`config.mk`:
```
export PLATFORM = sky130hd
export DESIGN_NAME = calc_core_flat
export DESIGN_NICKNAME = d
export VERILOG_FILES = /design/src/rtl/calc_pkg.sv /design/src/rtl/calc_if.sv /design/src/rtl/calc_alu.sv /design/src/rtl/calc_core.sv /design/src/flat_wrapper.sv
export SDC_FILE = /design/constraint.sdc
export NUM_CORES = 1
export LEC_CHECK = 0
export ABC_AREA = 1
export CORE_ASPECT_RATIO = 1.5
export CORE_MARGIN = 3
export CORE_UTILIZATION = 57
export DETAILED_ROUTE_END_ITERATION = 6
export HOLD_SLACK_MARGIN = 0.02
export PLACE_DENSITY = 0.8
export RECOVER_POWER = 50
export SLEW_MARGIN = 40
export SYNTH_ARGS = -nofsm -noshare
export SYNTH_HDL_FRONTEND = slang
export SYNTH_SLANG_ARGS = --single-unit
```
`constraint.sdc`:
```
create_clock -name clk -period 2.15 [get_ports clk]
set_input_delay 0.5375 -clock clk [delete_from_list [all_inputs] [get_ports clk]]
set_output_delay 0.5375 -clock clk [all_outputs]
set_load 0.005 [all_outputs]
```
`src/rtl/calc_pkg.sv`:
```
// calc_pkg: shared types and constants for the calculator control stage.
//   Key codes, FSM state enum, operator enum and display constants.
package calc_pkg;

  localparam logic [4:0] KEY_ADD = 5'd16;
  localparam logic [4:0] KEY_SUB = 5'd17;
  localparam logic [4:0] KEY_EQU = 5'd18;
  localparam logic [4:0] KEY_CLR = 5'd19;

  localparam logic [4:0] DISP_16  = 5'b10000;
  localparam int         DISP_MIN = -15;

  typedef enum logic [2:0] {ENTER_A, OP_WAIT, ENTER_B, SHOW, ERR} fsm_t;
  typedef enum logic [1:0] {OP_NONE = 2'b00, OP_ADD = 2'b01, OP_SUB = 2'b10} op_t;

  // Operator selected by an ADD/SUB key code.
  function automatic op_t key_op(input logic [4:0] k);
    return (k == KEY_SUB) ? OP_SUB : OP_ADD;
  endfunction

endpackage

```
`src/rtl/calc_if.sv`:
```
// calc_if: key input / display output bundle of the calculator.
//   key_valid, key_code : one-cycle key strobe and code (master -> slave)
//   state, err, op_ind  : display code, error flag, latched operator (slave -> master)
interface calc_if;
  logic       key_valid;
  logic [4:0] key_code;
  logic [4:0] state;
  logic       err;
  logic [1:0] op_ind;

  modport master (output key_valid, key_code, input state, err, op_ind);
  modport slave  (input key_valid, key_code, output state, err, op_ind);
endinterface

```
`src/rtl/calc_alu.sv`:
```
// calc_alu: combinational a op b on 4-bit unsigned operands.
//   a, b : operands; op : operator
//   disp : 5-bit display code of the result (two's complement low bits)
//   ovf  : result outside the displayable range -15..16
module calc_alu
  import calc_pkg::*;
(
  input  logic [3:0] a,
  input  logic [3:0] b,
  input  op_t        op,
  output logic [4:0] disp,
  output logic       ovf
);

  localparam logic signed [5:0] R_MAX = {1'b0, DISP_16};
  localparam logic signed [5:0] R_MIN = 6'(DISP_MIN);

  logic signed [5:0] r;

  always_comb begin
    r = 6'sd0;
    case (op)
      OP_ADD:  r = $signed({2'b00, a}) + $signed({2'b00, b});
      OP_SUB:  r = $signed({2'b00, a}) - $signed({2'b00, b});
      default: r = 6'sd0;
    endcase
    ovf  = (r > R_MAX) || (r < R_MIN);
    disp = r[4:0];
  end

endmodule

```
`src/rtl/calc_core.sv`:
```
// calc_core: calculator key FSM and result register feeding the 7-seg decoder.
//   clk        : system clock, rising edge
//   rst        : asynchronous active-low reset
//   bus        : calc_if.slave (key_valid/key_code in; state/err/op_ind out)
//   ERR_HOLD   : cycles spent in ERR before auto-return (0 = wait for CLR)
// Build option: define CALC_SAT_EN to saturate EQU overflow to +16 instead
// of entering ERR.
module calc_core
  import calc_pkg::*;
#(
  parameter int ERR_HOLD = 0
) (
  input logic   clk,
  input logic   rst,
  calc_if.slave bus
);

  localparam int CW = (ERR_HOLD > 1) ? $clog2(ERR_HOLD) : 1;

  fsm_t          fsm_q, fsm_d;
  logic [3:0]    a_q, a_d, b_q, b_d;
  op_t           op_q, op_d;
  logic [4:0]    disp_q, disp_d;
  logic [CW-1:0] cnt_q, cnt_d;

  logic [4:0] alu_disp;
  logic       alu_ovf;

  calc_alu u_alu (.a(a_q), .b(b_q), .op(op_q), .disp(alu_disp), .ovf(alu_ovf));

  always_ff @(posedge clk or negedge rst) begin
    if (!rst) begin
      fsm_q  <= ENTER_A;
      a_q    <= '0;
      b_q    <= '0;
      op_q   <= OP_NONE;
      disp_q <= '0;
      cnt_q  <= '0;
    end else begin
      fsm_q  <= fsm_d;
      a_q    <= a_d;
      b_q    <= b_d;
      op_q   <= op_d;
      disp_q <= disp_d;
      cnt_q  <= cnt_d;
    end
  end

  logic [4:0] k;
  logic       digit, opk, equ, clear;

  always_comb begin
    fsm_d  = fsm_q;
    a_d    = a_q;
    b_d    = b_q;
    op_d   = op_q;
    disp_d = disp_q;
    cnt_d  = cnt_q;
    clear  = 1'b0;
    k      = bus.key_code;
    digit  = bus.key_valid && !k[4];
    opk    = bus.key_valid && (k == KEY_ADD || k == KEY_SUB);
    equ    = bus.key_valid && (k == KEY_EQU);

    if (bus.key_valid && k == KEY_CLR) begin
      clear = 1'b1;
    end else begin
      case (fsm_q)
        ENTER_A: begin
          if (digit) begin
            a_d    = k[3:0];
            disp_d = {1'b0, k[3:0]};
          end else if (opk) begin
            op_d  = key_op(k);
            fsm_d = OP_WAIT;
          end
        end
        OP_WAIT: begin
          if (digit) begin
            b_d    = k[3:0];
            disp_d = {1'b0, k[3:0]};
            fsm_d  = ENTER_B;
          end else if (opk) begin
            op_d = key_op(k);
          end
        end
        ENTER_B: begin
          if (digit) begin
            b_d    = k[3:0];
            disp_d = {1'b0, k[3:0]};
          end else if (equ) begin
            op_d = OP_NONE;
            if (!alu_ovf) begin
              disp_d = alu_disp;
              fsm_d  = SHOW;
            end else begin
`ifdef CALC_SAT_EN
              disp_d = DISP_16;
              fsm_d  = SHOW;
`else
              disp_d = '0;
              cnt_d  = '0;
              fsm_d  = ERR;
`endif
            end
          end
        end
        SHOW: begin
          if (digit) begin
            a_d    = k[3:0];
            b_d    = '0;
            disp_d = {1'b0, k[3:0]};
            fsm_d  = ENTER_A;
          end else if (opk && !disp_q[4]) begin
            // Only a 0..15 result fits back into operand a; 16 and
            // negatives leave the result on display.
            a_d   = disp_q[3:0];
            op_d  = key_op(k);
            fsm_d = OP_WAIT;
          end
        end
        ERR: begin
`ifndef CALC_SAT_EN
          if (ERR_HOLD > 0) begin
            if (int'(cnt_q) == ERR_HOLD - 1) clear = 1'b1;
            else                             cnt_d = cnt_q + 1'b1;
          end
`endif
        end
        default: clear = 1'b1;
      endcase
    end

    if (clear) begin
      fsm_d  = ENTER_A;
      a_d    = '0;
      b_d    = '0;
      op_d   = OP_NONE;
      disp_d = '0;
      cnt_d  = '0;
    end
  end

  // Outputs come straight from registers.
  always_comb begin
    bus.state  = disp_q;
    bus.op_ind = op_q;
`ifdef CALC_SAT_EN
    bus.err    = 1'b0;
`else
    bus.err    = (fsm_q == ERR);
`endif
  end

endmodule

```
`src/flat_wrapper.sv`:
```
// flat-port wrapper written by rule: the top's interface ports become plain ports
module calc_core_flat import calc_pkg::*;
#(
  parameter int ERR_HOLD = 0
)
  (clk, rst, bus_key_valid, bus_key_code, bus_state, bus_err, bus_op_ind);
  calc_if bus_i ();
  input logic clk;
  input logic rst;
  input wire logic [$bits(bus_i.key_valid)-1:0] bus_key_valid;
  input wire logic [$bits(bus_i.key_code)-1:0] bus_key_code;
  output wire logic [$bits(bus_i.state)-1:0] bus_state;
  output wire logic [$bits(bus_i.err)-1:0] bus_err;
  output wire logic [$bits(bus_i.op_ind)-1:0] bus_op_ind;
  assign bus_i.key_valid = bus_key_valid;
  assign bus_i.key_code = bus_key_code;
  assign bus_state = bus_i.state;
  assign bus_err = bus_i.err;
  assign bus_op_ind = bus_i.op_ind;
  calc_core #(.ERR_HOLD(ERR_HOLD)) u_core (.clk(clk), .rst(rst), .bus(bus_i));
endmodule
```
==> results.tsv, run 1 <==
metric	value	unit
count of state elements after synthesis	18	
fraction of the yosys area taken by sequential cells	0.283	
Routed wire per std cell	13.5	um
critical path data required time	2350	ps
Reg2Reg Setup Slack	-20	ps
Power per Cell Area	1380	nW/um2
die width	49.1	um
number of synthesis warnings	0	
endpoints failing hold	0	
Initial Util	0.622	
maximum clock skew at final layout	1.85	ps
post-route design area	2020	um2
Leak Pwr	1.07	nW
Arr. time, crit path	2380	ps
Setup violations, final	1	
total I/O pin count	16	
Post-Synthesis Net Count	255	
worst setup slack before clock tree synthesis	-27.9	ps
Global Route Usage Sum	0.240	
Clk Latency, worst-skew pair	300	ps
total DRC errors in the routed layout	0	
final core utilization	0.787	
post-synthesis cell area	1590	um2
fraction of post-synthesis cell area in the top cell type by area	0.283	
element type at the critical path start	flop	
pin count of the biggest net entering global routing	19	
clock tree from TritonCTS	done	
count of port buffers added during placement	15	
share of the clock period used by the worst path after layout	1.01	
half-perimeter wire length of the detailed placement result	3140	um
Area Overhead vs Synth	26.7	%
number of different library cells in the post-synthesis netlist	27	
setup repair after global routing missed its margin	yes	
average instance area after synthesis	6.77	um2
total congestion overflow after global routing	0	
transition time at the pin with the least slew margin	1030	ps
maximum fanout along the worst path	4	
worst setup path startpoint	u_core.b_q[0]	
Worst Path Class, Setup	reg -> reg	
post-synthesis cell type with the largest combined area	sky130_fd_sc_hd__dfrtp_1	
CTS root buf	sky130_fd_sc_hd__clkbuf_4	
standard-cell row count	22	
setup TNS	-24.2	ps
die area	3480	um2
number of iterations in the first detailed-routing pass	4	
min setup slack post-route	-24.2	ps
# diodes	0	
Hold-fix buffers, CTS	0	
Synth Instances	235	
wire length of the first global-routing pass	6580	um
number of nets with antenna violations after detailed routing	0	
fin. max-slew vios	0	
Core Area	2560	um2
H-Tree Level Count	1	
Min Clock Period, post-route	2170	ps
run status	finished with violations	
end point of the most critical hold path	u_core.bus.state[1]	
violations in the final reports	negative setup slack	
Min-Delay Path Depth	2	
net count reported at finish	296	
IR drop worst, VDD	0.000836	V
Die Ht	70.7	um
Slew Limit Headroom	0.313	
initial antenna violation count	0	
worst hold start	u_core.bus.state[1]	
kind of end point of the critical path	flop	
number of buffers added by the clock tree synthesis step	3	
GP Congestion	0.911	
number of buffers on the longest clock path	2	
number of global-route vias before repair	1533	
worst reg2reg path endpoint	u_core.bus.state[1]	
max frequency	0.460	GHz
count of routing violations after the opening detailed-route iteration	59	
Max Cap Violations	0	
ranking of synthesized cells by area	sky130_fd_sc_hd__dfrtp_1, sky130_fd_sc_hd__nand2_1, sky130_fd_sc_hd__ha_1, sky130_fd_sc_hd__nand3_1, sky130_fd_sc_hd__inv_1	
clock-pin transition on the worst setup and hold timing paths	110	ps
drt via density	5.19	
share of post-route cells with drive strength above 1	0.247	
vias after detailed routing	1614	
Post-Place Cell Area	1910	um2
count of cells along the worst register-to-register path	12	
type of the worst min-delay path	reg -> reg	
Clock Sink Count	18	
R2R Path Start	u_core.b_q[0]	
drt total wl	4210	um
## worst max path at each step
| stage | endpoint | cells after the start |
|---|---|---|
| 2_1_floorplan | u_core.bus.state[3] | 14 |
| 3_3_place_gp | u_core.a_q[1] | 10 |
| 3_5_place_dp | u_core.a_q[0] | 10 |
| 4_1_cts | bus_err | 3 |
| 5_1_grt | u_core.bus.state[1] | 13 |
| 6_report | u_core.bus.state[1] | 12 |
## cell usage in the layout (no fill, tap or decap), types with 6 or more instances in the layout
cell type,synthesis,routed
sky130_fd_sc_hd__a21oi_1,14,13
sky130_fd_sc_hd__buf_4,0,20
sky130_fd_sc_hd__clkdlybuf4s50_1,0,14
sky130_fd_sc_hd__dfrtp_1,18,15
sky130_fd_sc_hd__ha_1,10,8
sky130_fd_sc_hd__inv_1,27,25
sky130_fd_sc_hd__inv_2,12,14
sky130_fd_sc_hd__nand2_1,69,67
sky130_fd_sc_hd__nand3_1,22,20
sky130_fd_sc_hd__nand3_2,4,6
sky130_fd_sc_hd__nor2_1,24,23
sky130_fd_sc_hd__o21ai_0,6,6
## metrics by stage
stage / hold WS, ps / power (mW) / cells
floorplan: 242 / 1.83 / 235
global placement: 498 / 2.32 / 302
detailed placement: 498 / 2.34 / 302
CTS: 523 / 2.56 / 306
global route: 555 / 3.07 / 311
finish: 522 / 2.79 / 311
## metal layers
metal  wire length [um]  global-route usage
met1               1650               0.272
met2               2330               0.455
met3                 95              0.0189
met4                135              0.0886
met5                  0                   0
## state kept, by name (all words and copies together) (netlist names)
signal,count
u_core.a_q,4
u_core.b_q,4
u_core.bus.op_ind,2
u_core.bus.state,5
u_core.fsm_q,3
## cells by family (layout without fill, tap and decap cells)
kind of cell / count (synthesis) / after routing / share of synthesized area
AOI/OAI and AO/OA: 29 / 29 / 0.108
DFF: 18 / 18 / 0.283
buffers and inverters: 40 / 80 / 0.0959
xor gates and xnor gates: 1 / 1 / 0.00550
and+or+nand+nor: 135 / 135 / 0.403
adders and majority gates: 12 / 12 / 0.104
## synth_stat cells
cell / instances
sky130_fd_sc_hd__inv_1: 27
sky130_fd_sc_hd__nor3_1: 4
sky130_fd_sc_hd__a21oi_2: 1
sky130_fd_sc_hd__o21bai_1: 1
sky130_fd_sc_hd__nor2_1: 24
sky130_fd_sc_hd__nand4_4: 1
sky130_fd_sc_hd__a21oi_1: 14
sky130_fd_sc_hd__nor2_2: 1
sky130_fd_sc_hd__nand2_2: 1
sky130_fd_sc_hd__nand3_2: 4
sky130_fd_sc_hd__o21ai_1: 4
sky130_fd_sc_hd__a21oi_4: 1
sky130_fd_sc_hd__inv_4: 1
sky130_fd_sc_hd__a31oi_2: 1
sky130_fd_sc_hd__o31ai_1: 1
sky130_fd_sc_hd__nand4_1: 2
sky130_fd_sc_hd__nand3_1: 22
sky130_fd_sc_hd__inv_2: 12
sky130_fd_sc_hd__nor3_2: 2
sky130_fd_sc_hd__dfrtp_1: 18
sky130_fd_sc_hd__nand2_4: 4
sky130_fd_sc_hd__nor2_4: 1
sky130_fd_sc_hd__xor2_1: 1
sky130_fd_sc_hd__o21ai_0: 6
sky130_fd_sc_hd__nand2_1: 69
sky130_fd_sc_hd__fa_1: 2
sky130_fd_sc_hd__ha_1: 10
## critical path: stages (launching register included)
cell and delay [ps]:
sky130_fd_sc_hd__dfrtp_1 440, sky130_fd_sc_hd__ha_2 220, sky130_fd_sc_hd__fa_2 450, sky130_fd_sc_hd__nand2_1 70, sky130_fd_sc_hd__nand2_1 50, sky130_fd_sc_hd__nand2_1 80
sky130_fd_sc_hd__nand2_1 70, sky130_fd_sc_hd__nor2_2 130, sky130_fd_sc_hd__nand4_1 200, sky130_fd_sc_hd__nand3_1 180, sky130_fd_sc_hd__nand2_1 70, sky130_fd_sc_hd__nand2_1 60
sky130_fd_sc_hd__nand2_1 50
## power breakdown
part	internal [mW]	leakage (nW)	switching, mW
sequential	0.486	0.215	0.137
clock	0.103	0.0210	0.112
combinational	0.792	0.834	1.16
total	1.38	1.07	1.41
## area by class of cell
cell class	count	area (um2)
tap	36	45.0
clock buffer	4	36.3
fill	203	544
sequential	18	454
timing repair buffer	36	304
inverter	40	153
multi-input combinational	177	1020
## what timing repair did
item	4_1_cts	5_1_grt
buffers inserted	0	5
endpoints found under the setup margin	0	8
gates resized for setup	0	16
No activity file was read; power rests on OpenSTA's default activity.
==> run 2, diff against run 1 <==
--- a/config.mk
+++ b/config.mk
@@ -6,6 +6,7 @@
 export NUM_CORES = 1
 export LEC_CHECK = 0
 export ABC_AREA = 1
+export ABC_CLOCK_PERIOD_IN_PS = 2150
 export CORE_ASPECT_RATIO = 1.5
 export CORE_MARGIN = 3
 export CORE_UTILIZATION = 57
@@ -13,6 +14,7 @@
 export HOLD_SLACK_MARGIN = 0.02
 export PLACE_DENSITY = 0.8
 export RECOVER_POWER = 50
+export SKIP_LAST_GASP = 1
 export SLEW_MARGIN = 40
 export SYNTH_ARGS = -nofsm -noshare
 export SYNTH_HDL_FRONTEND = slang
==> results.tsv, run 2 (synthesis results as in run 1) <==
metric	value	unit
Max stage delay cell, worst path	sky130_fd_sc_hd__fa_2	
die width	49.1	um
share of the clock period used by the worst path after layout	1.01	
R2R Path Start	u_core.b_q[0]	
post-route design area	2020	um2
Routed wire per std cell	13.5	um
met2 wirelength from detailed routing	2330	um
Initial Util	0.622	
Post-Place Cell Area	1910	um2
half-perimeter wire length of the detailed placement result	3140	um
element type at the critical path start	flop	
worst hold start	u_core.bus.state[1]	
# diodes	0	
Leak Pwr	1.07	nW
clock tree from TritonCTS	done	
initial antenna violation count	0	
number of nets with antenna violations after detailed routing	0	
highest layer used for signal routing	met4	
net count reported at finish	296	
run status	finished with violations	
endpoints failing hold	0	
number of iterations in the first detailed-routing pass	4	
max frequency	0.460	GHz
Max Cap Violations	0	
Clk Latency, worst-skew pair	300	ps
worst reg2reg path endpoint	u_core.bus.state[1]	
Die Ht	70.7	um
number of buffers on the longest clock path	2	
count of routing violations after the opening detailed-route iteration	59	
overall power after layout	2.79	mW
crit-path cells	ha_2 > fa_2 > nand2_1 > nand2_1 > nand2_1 > nand2_1 > nor2_2 > nand4_1 > nand3_1 > nand2_1 > nand2_1 > nand2_1	
worst hold slack	522	ps
peak per-stage delay on the critical path	450	ps
standard-cell row count	22	
Setup violations, final	1	
Core Area	2560	um2
count of port buffers added during placement	15	
min setup slack post-route	-24.2	ps
Clock Sink Count	18	
die area	3480	um2
transition time at the pin with the least slew margin	1030	ps
Min-Delay Path Depth	2	
setup repair after global routing missed its margin	yes	
number of buffers added by the clock tree synthesis step	3	
drt via density	5.19	
Reg2Reg Setup Slack	-20	ps
total congestion overflow after global routing	0	
number of global-route vias before repair	1533	
CP most frequent cell	sky130_fd_sc_hd__nand2_1	
maximum fanout along the worst path	4	
Min Clock Period, post-route	2170	ps
share of post-route cells with drive strength above 1	0.247	
Slew Limit Headroom	0.313	
vias after detailed routing	1614	
type of the worst min-delay path	reg -> reg	
kind of end point of the critical path	flop	
wire length of the first global-routing pass	6580	um
setup TNS	-24.2	ps
H-Tree Level Count	1	
Global Route Usage Sum	0.240	
IR drop worst, VDD	0.000836	V
most common cell after layout, fill and taps aside	sky130_fd_sc_hd__nand2_1	
pin count of the biggest net entering global routing	19	
maximum clock skew at final layout	1.85	ps
violations in the final reports	negative setup slack	
Arr. time, crit path	2380	ps
sum of routed wire segments on met1	1650	um
fin. max-slew vios	0	
Power per Cell Area	1380	nW/um2
total DRC errors in the routed layout	0	
critical path data required time	2350	ps
total I/O pin count	16	
end point of the most critical hold path	u_core.bus.state[1]	
CTS root buf	sky130_fd_sc_hd__clkbuf_4	
commonest non-fill, non-tap cells in the layout	sky130_fd_sc_hd__nand2_1, sky130_fd_sc_hd__inv_1, sky130_fd_sc_hd__nor2_1	
Worst Path Class, Setup	reg -> reg	
clock-pin transition on the worst setup and hold timing paths	110	ps
drt total wl	4210	um
GP Congestion	0.911	
Largest register FFs	5	
count of cells along the worst register-to-register path	12	
Detail Route met3 WL	95	um
Area Overhead vs Synth	26.7	%
==> run 2: how the worst max path moves through the flow <==
stage | from | slack, ps | endpoint | cells after the start
finish | u_core.b_q[0] | -20 | u_core.bus.state[1] | 12
global placement | bus_key_code[3] | 10 | u_core.a_q[1] | 10
floorplan | u_core.a_q[0] | 220 | u_core.bus.state[3] | 14
global route | u_core.a_q[0] | -150 | u_core.bus.state[1] | 13
detailed placement | bus_key_code[3] | -30 | u_core.a_q[0] | 10
CTS | u_core.fsm_q[2] | 1 | bus_err | 3
==> run 2: report_power, final <==
part / switching (mW) / leakage (nW) / total [mW] / internal, mW
clock network: 0.112 / 0.0210 / 0.215 / 0.103
registers: 0.137 / 0.215 / 0.623 / 0.486
logic: 1.16 / 0.834 / 1.95 / 0.792
total: 1.41 / 1.07 / 2.79 / 1.38
==> run 2: critical path, delay by kind of cell, from the launching register on <==
family / cells / cell delay, ps
fa+ha+maj: 2 / 670
simple gates: 10 / 960
flops: 1 / 440
==> run 2: stage by stage <==
stage,util,setup WS [ps],std cells
2_1_floorplan,-,215,235
3_3_place_gp,0.745,13.6,302
3_5_place_dp,0.745,-27.9,302
4_1_cts,0.759,1.19,306
5_1_grt,0.787,-146,311
6_report,0.787,-24.2,311
==> run 2: final cells by class <==
class	instances	area, um2
multi-input cells	177	1020
fillers	203	544
flip-flops and latches	18	454
repair buffers	36	304
inverters	40	153
well taps	36	45.0
clock buffers	4	36.3
==> run 2: routing by layer <==
metal  global-route usage  up-vias
li1                     -      830
met3               0.0189       13
met2                0.455       39
met5                    0        -
met1                0.272      732
met4               0.0886        0
==> run 2: what timing repair did <==
action,CTS,global route
hold buffers,0,0
endpoints found under the setup margin,0,8
setup buffers,0,5
gates resized for setup,0,16
==> RTL edit 1 (config.mk and constraints of run 1) <==
Reset style: synchronous (`rst`), changed in one clocked block. Comments in the files are not updated.
--- a/src/rtl/calc_core.sv
+++ b/src/rtl/calc_core.sv
@@ -29,5 +29,5 @@
   calc_alu u_alu (.a(a_q), .b(b_q), .op(op_q), .disp(alu_disp), .ovf(alu_ovf));
 
-  always_ff @(posedge clk or negedge rst) begin
+  always_ff @(posedge clk) begin
     if (!rst) begin
       fsm_q  <= ENTER_A;
Behaviour: differs if rst is asserted again (counterexample within 4 cycles, from zero or initial values and one cycle with rst low); with rst held inactive, the same outputs for 4 cycles.
==> RTL edit 1 against run 1 <==
- the flow still finishes with violations (negative setup slack)
- sequential share of layout area fell by 3.4 points
- worst hold slack worse by 22 ps
- die area fell by 6.1%
- setup slack got worse by 41 ps
- wire length is 5.4% lower
- cell area decreased by 5.2%
- sequential cell count did not move
- area after synthesis fell by 6.8%
- critical endpoint is now u_core.bus.state[2]
- largest cell class unchanged
- highest routed layer unchanged
Power is not compared: it rests on default switching activity, and its combinational part moved more than twofold at a synthesized area within 25%.
==> RTL edit 1: results <==
set metrics [dict create \
    setup_viol 5 \
    yosysUniqueCellTypes 26 \
    dp.cells 280 \
    worstReg2RegStart "u_core.a_q[0]" \
    reg2reg_depth 12 \
    dr.pass1.iters 4 \
    gp_congestion 0.896 \
    grt_max_degree 12 \
    synthTopCellsByArea "dfxtp_1, inv_1, ha_1, nand2_1, a21oi_1" \
    drive_above_1_share_pct 26.6 \
    min_from "u_core.bus.op_ind[1]" \
    skew_ps 1.35 \
    cp.arrival_ps 2450 \
    worst_slack_ps -65.5 \
    grtUsageTotal_pct 26.4 \
    rr_endpoint "u_core.bus.state[2]" \
    cts-buffers-inserted 3 \
    numPortBuffers 15 \
    worst_pin_slew_ps 452 \
    grt_pass1_wl_um 6160 \
    first_global_vias 1521 \
    syn_nets 245 \
    min_to "u_core.bus.op_ind[1]" \
    drtIter0Drc 70 \
    status "finished, violations left" \
    ys_seq_area_share_pct 24.3 \
    async_flop_share_pct 0 \
    violations "negative setup slack" \
    dr_total_vias 1573 \
    wire_per_inst_um 13.9 \
]
## RTL edit 1: changes by cell type in the layout (fill, tap and decap cells not counted), moves of 6 or more
cell and delta:
dfxtp_1 +16, inv_2 -6, dfrtp_1 -15, clkdlybuf4s50_1 -6, nand3_1 -7, a21oi_1 +9
nand2_1 -39, inv_1 +11, dlygate4sd3_1 +6, o21ai_0 +9
## RTL edit 1: what timing repair did
action / CTS / global route
resized for setup: 5 / 16
endpoints found under the setup margin: 1 / 8
pin swaps: 1 / 12
endpoints found under the hold margin: 0 / 0
buffers inserted: 2 / 1
## RTL edit 1: metrics by stage
stage	TNS, ps	setup WS [ps]	area [um^2]	hold slack (ps)	power (W)
floorplan	0	181	1480	457	0.00106
global placement	-492	-108	1790	480	0.00126
detailed placement	-913	-140	1790	491	0.00128
CTS	0	8.68	1850	506	0.00150
global route	-994	-134	1910	541	0.00163
finish	-211	-65.5	1910	501	0.00152
## RTL edit 1: cell families after synthesis
logic type	synth area share, %
AND/OR/NAND/NOR	31.9
AO/OA/AOI/OAI	19.8
buffers and inverters	12.1
flip-flops	24.3
adder cells (fa/ha/maj)	11.1
multiplexers	0.759
## RTL edit 1: per-layer routing
| layer | routed length [um] | global-route usage, % | up-vias | share of wire (%) |
|---|---|---|---|---|
| met2 | 2290 | 52.2 | 39 | 57 |
| met5 | 0 | 0 | - | 0 |
| met3 | 116 | 3.64 | 10 | 2.9 |
| met4 | 111 | 10.8 | 0 | 2.8 |
| li1 | - | - | 803 | - |
| met1 | 1470 | 25.4 | 721 | 37 |
## RTL edit 1: area by class of cell
type                            count  area (um^2)
Fill cell                         211          567
Inverter                           45          171
Sequential cell                    18          365
Multi-Input combinational cell    160         1000
Timing Repair Buffer               36          308
Tap cell                           24         30.0
Clock buffer                        4         36.3
## RTL edit 1: critical path, cell delays in order (launching register included)
cell     delay (ps)
dfxtp_2         340
inv_2            70
ha_4            130
inv_4            30
fa_2            400
a21oi_1         140
o21ai_1         100
a21oi_2         250
inv_1            70
nand4_1         230
buf_4           170
nand4_1          80
a21oi_1         130
## RTL edit 1: where the power goes
part           total [W]  switching, W  leakage (nW)  internal, W
clock           0.000205      0.000102        0.0210     0.000103
sequential      0.000496     0.0000833         0.148     0.000413
combinational   0.000815      0.000492         0.717     0.000323
total            0.00152      0.000677         0.886     0.000839
## RTL edit 1: worst max path at each step
stage / start / endpoint / slack (ps)
final: u_core.a_q[0] / u_core.bus.state[2] / -70
after global routing: u_core.b_q[0] / u_core.bus.state[2] / -130
after CTS: u_core.a_q[0] / u_core.fsm_q[1] / 9
after detailed placement: bus_key_code[3] / u_core.a_q[0] / -140
after global placement: bus_key_code[3] / u_core.a_q[1] / -110
after floorplan: u_core.a_q[0] / u_core.fsm_q[1] / 180
==> RTL edit 2 (config.mk and constraints of run 1) <==
Without the edit above. Add a define of `CALC_SAT_EN`.
--- a/src/rtl/calc_core.sv
+++ b/src/rtl/calc_core.sv
@@ -6,4 +6,6 @@
 // Build option: define CALC_SAT_EN to saturate EQU overflow to +16 instead
 // of entering ERR.
+`define CALC_SAT_EN
+
 module calc_core
   import calc_pkg::*;
Function: changed (Yosys sat finds a counterexample within 10 cycles, from zero or initial values and one cycle with rst low).
==> RTL edit 2 against run 1 <==
- cell area down 11%
- sequential cell count down 1
- the flow still finishes with violations (negative setup slack)
- total power fell by 8.3%
- wire length shrank 14%
- clock skew up 9.6 ps
- area after synthesis is 8.0% lower
- setup slack better by 4.6 ps
- worst hold slack got worse by 1.6 ps
- largest cell class unchanged
- maximum frequency increased by 0.21%
- sequential power fell by 6.7%
- non-clock buffer count shrank 5
==> RTL edit 2: results <==
set metrics [dict create \
    status "finished, violations left" \
    violations "negative setup slack" \
    synth_commonest_cells "nand2_1, inv_1, dfrtp_1, nor2_1" \
    first_global_vias 1424 \
    path_max_fanout 4 \
    ys_warn_count 0 \
    ir_drop_uv 1170 \
    async_flop_share_pct 100 \
    skew_ps 11.4 \
    place_worst_setup_slack_ps -26.2 \
    grtUsageTotal_pct 24.5 \
    syn_nets 232 \
    cp_slowest_cell "dfrtp_1" \
    dr.pass1.iters 5 \
    synth_adder_area_share_pct 15.6 \
    ctsHtreeMaxLevel 1 \
    ys.flop_type "dfrtp_1" \
    clk_pin_slew_ps 110 \
    synth_compound_area_share_pct 13.4 \
    setup_tns_ps -31.9 \
    critPathMaxStageDelay_ps 440 \
    largest_reg_flops 5 \
    ys_seq_area_share_pct 29.1 \
    root_buffer "clkbuf_4" \
    grt_pass1_wl_um 5810 \
    setup_viol 2 \
    critical_path.top_delay_family "simple AND/OR/NAND/NOR gates" \
    internal_power_w 0.00127 \
    drtIter0Drc 60 \
    diodes 0 \
    worst_slack_ps -19.6 \
    grt_max_degree 18 \
    drive_above_1_share_pct 18.3 \
    synth.area.mux_share_pct 0 \
    post_synth_xor_area_fraction_pct 0 \
    synthTopCellsByArea "dfrtp_1, nand2_1, ha_1, inv_1, nand3_1" \
    cts_hold_buf 0 \
    worst_pin_slew_ps 974 \
    cp.arrival_ps 2360 \
    hold_path.class "reg -> reg" \
    final_net_count 266 \
    cts-buffers-inserted 3 \
    n_fill_cell 173 \
    antenna_found_initial 0 \
    clk_latency_ps 300 \
    yosysUniqueCellTypes 32 \
    p_leak_nw 0.932 \
    wire_per_inst_um 13.8 \
    clk_path_buf_depth 2 \
    numPortBuffers 14 \
    dp_hpwl_um 2820 \
    gp_congestion 1.00 \
    dr_total_vias 1472 \
]
-- RTL edit 2: worst min-delay path: stages (launching register included) --
cell and delay [ps]:
dfrtp_1 380, nand2_1 60, nand2_1 60
-- RTL edit 2: path summary, 6_finish.rpt --
check | from | end | slack (ps) | cells after the start
min reg2reg | u_core.bus.state[0] | u_core.bus.state[0] | 520 | 2
max in group asynchronous | rst | u_core.a_q[3] | 660 | 2
max | u_core.b_q[0] | u_core.bus.state[2] | -20 | 14
min | u_core.bus.state[0] | u_core.bus.state[0] | 520 | 2
max reg2reg | u_core.b_q[0] | u_core.bus.state[2] | -20 | 14
min in group asynchronous | rst | u_core.bus.state[0] | 890 | 2
-- RTL edit 2: logic make-up (layout without fill, tap and decap cells) --
logic type,count (synthesis),after routing
compound gates,31,31
other cells,1,1
flops,17,17
simple gates,106,106
fa+ha+maj,17,17
buf+inv,35,68
-- RTL edit 2: stage by stage --
step | instances | hold slack [ps] | total power (W) | instance area (um^2)
after detailed placement | 254 | 492 | 0.00224 | 1710
after global placement | 254 | 483 | 0.00216 | 1710
after CTS | 258 | 519 | 0.00242 | 1740
after global routing | 263 | 553 | 0.00283 | 1800
after floorplan | 207 | 242 | 0.00179 | 1460
final | 263 | 521 | 0.00256 | 1800
-- RTL edit 2: timing repair --
action	in CTS	in global routing
buffers inserted	0	5
gates resized for setup	1	9
pin swaps	0	8
setup endpoints to repair	4	4
-- RTL edit 2: final cells by class --
| cell class | instances | area, um^2 | area share [%] |
|---|---|---|---|
| clock buffer | 4 | 26.3 | 1.46 |
| inverter | 33 | 124 | 6.88 |
| multi-input combinational | 155 | 932 | 51.8 |
| sequential | 17 | 425 | 23.6 |
| tap | 23 | 28.8 | 1.60 |
| timing repair buffer | 31 | 264 | 14.7 |
-- RTL edit 2: metal layers --
layer / share of wire, % / routed length [um] / GRT usage [%]
met2: 53 / 1940 / 42.6
met1: 41 / 1480 / 27.6
met5: 0 / 0 / 0
met4: 2.3 / 84 / 12.8
met3: 3.7 / 135 / 3.16
-- RTL edit 2: power groups by stage --
| stage | sequential, W | combinational, W | clock, W |
|---|---|---|---|
| CTS | 0.000571 | 0.00167 | 0.000180 |
| floorplan | 0.000558 | 0.00124 | 0 |
| global route | 0.000600 | 0.00205 | 0.000189 |
| detailed placement | 0.000576 | 0.00166 | 0 |
| global placement | 0.000566 | 0.00159 | 0 |
| finish | 0.000581 | 0.00180 | 0.000179 |
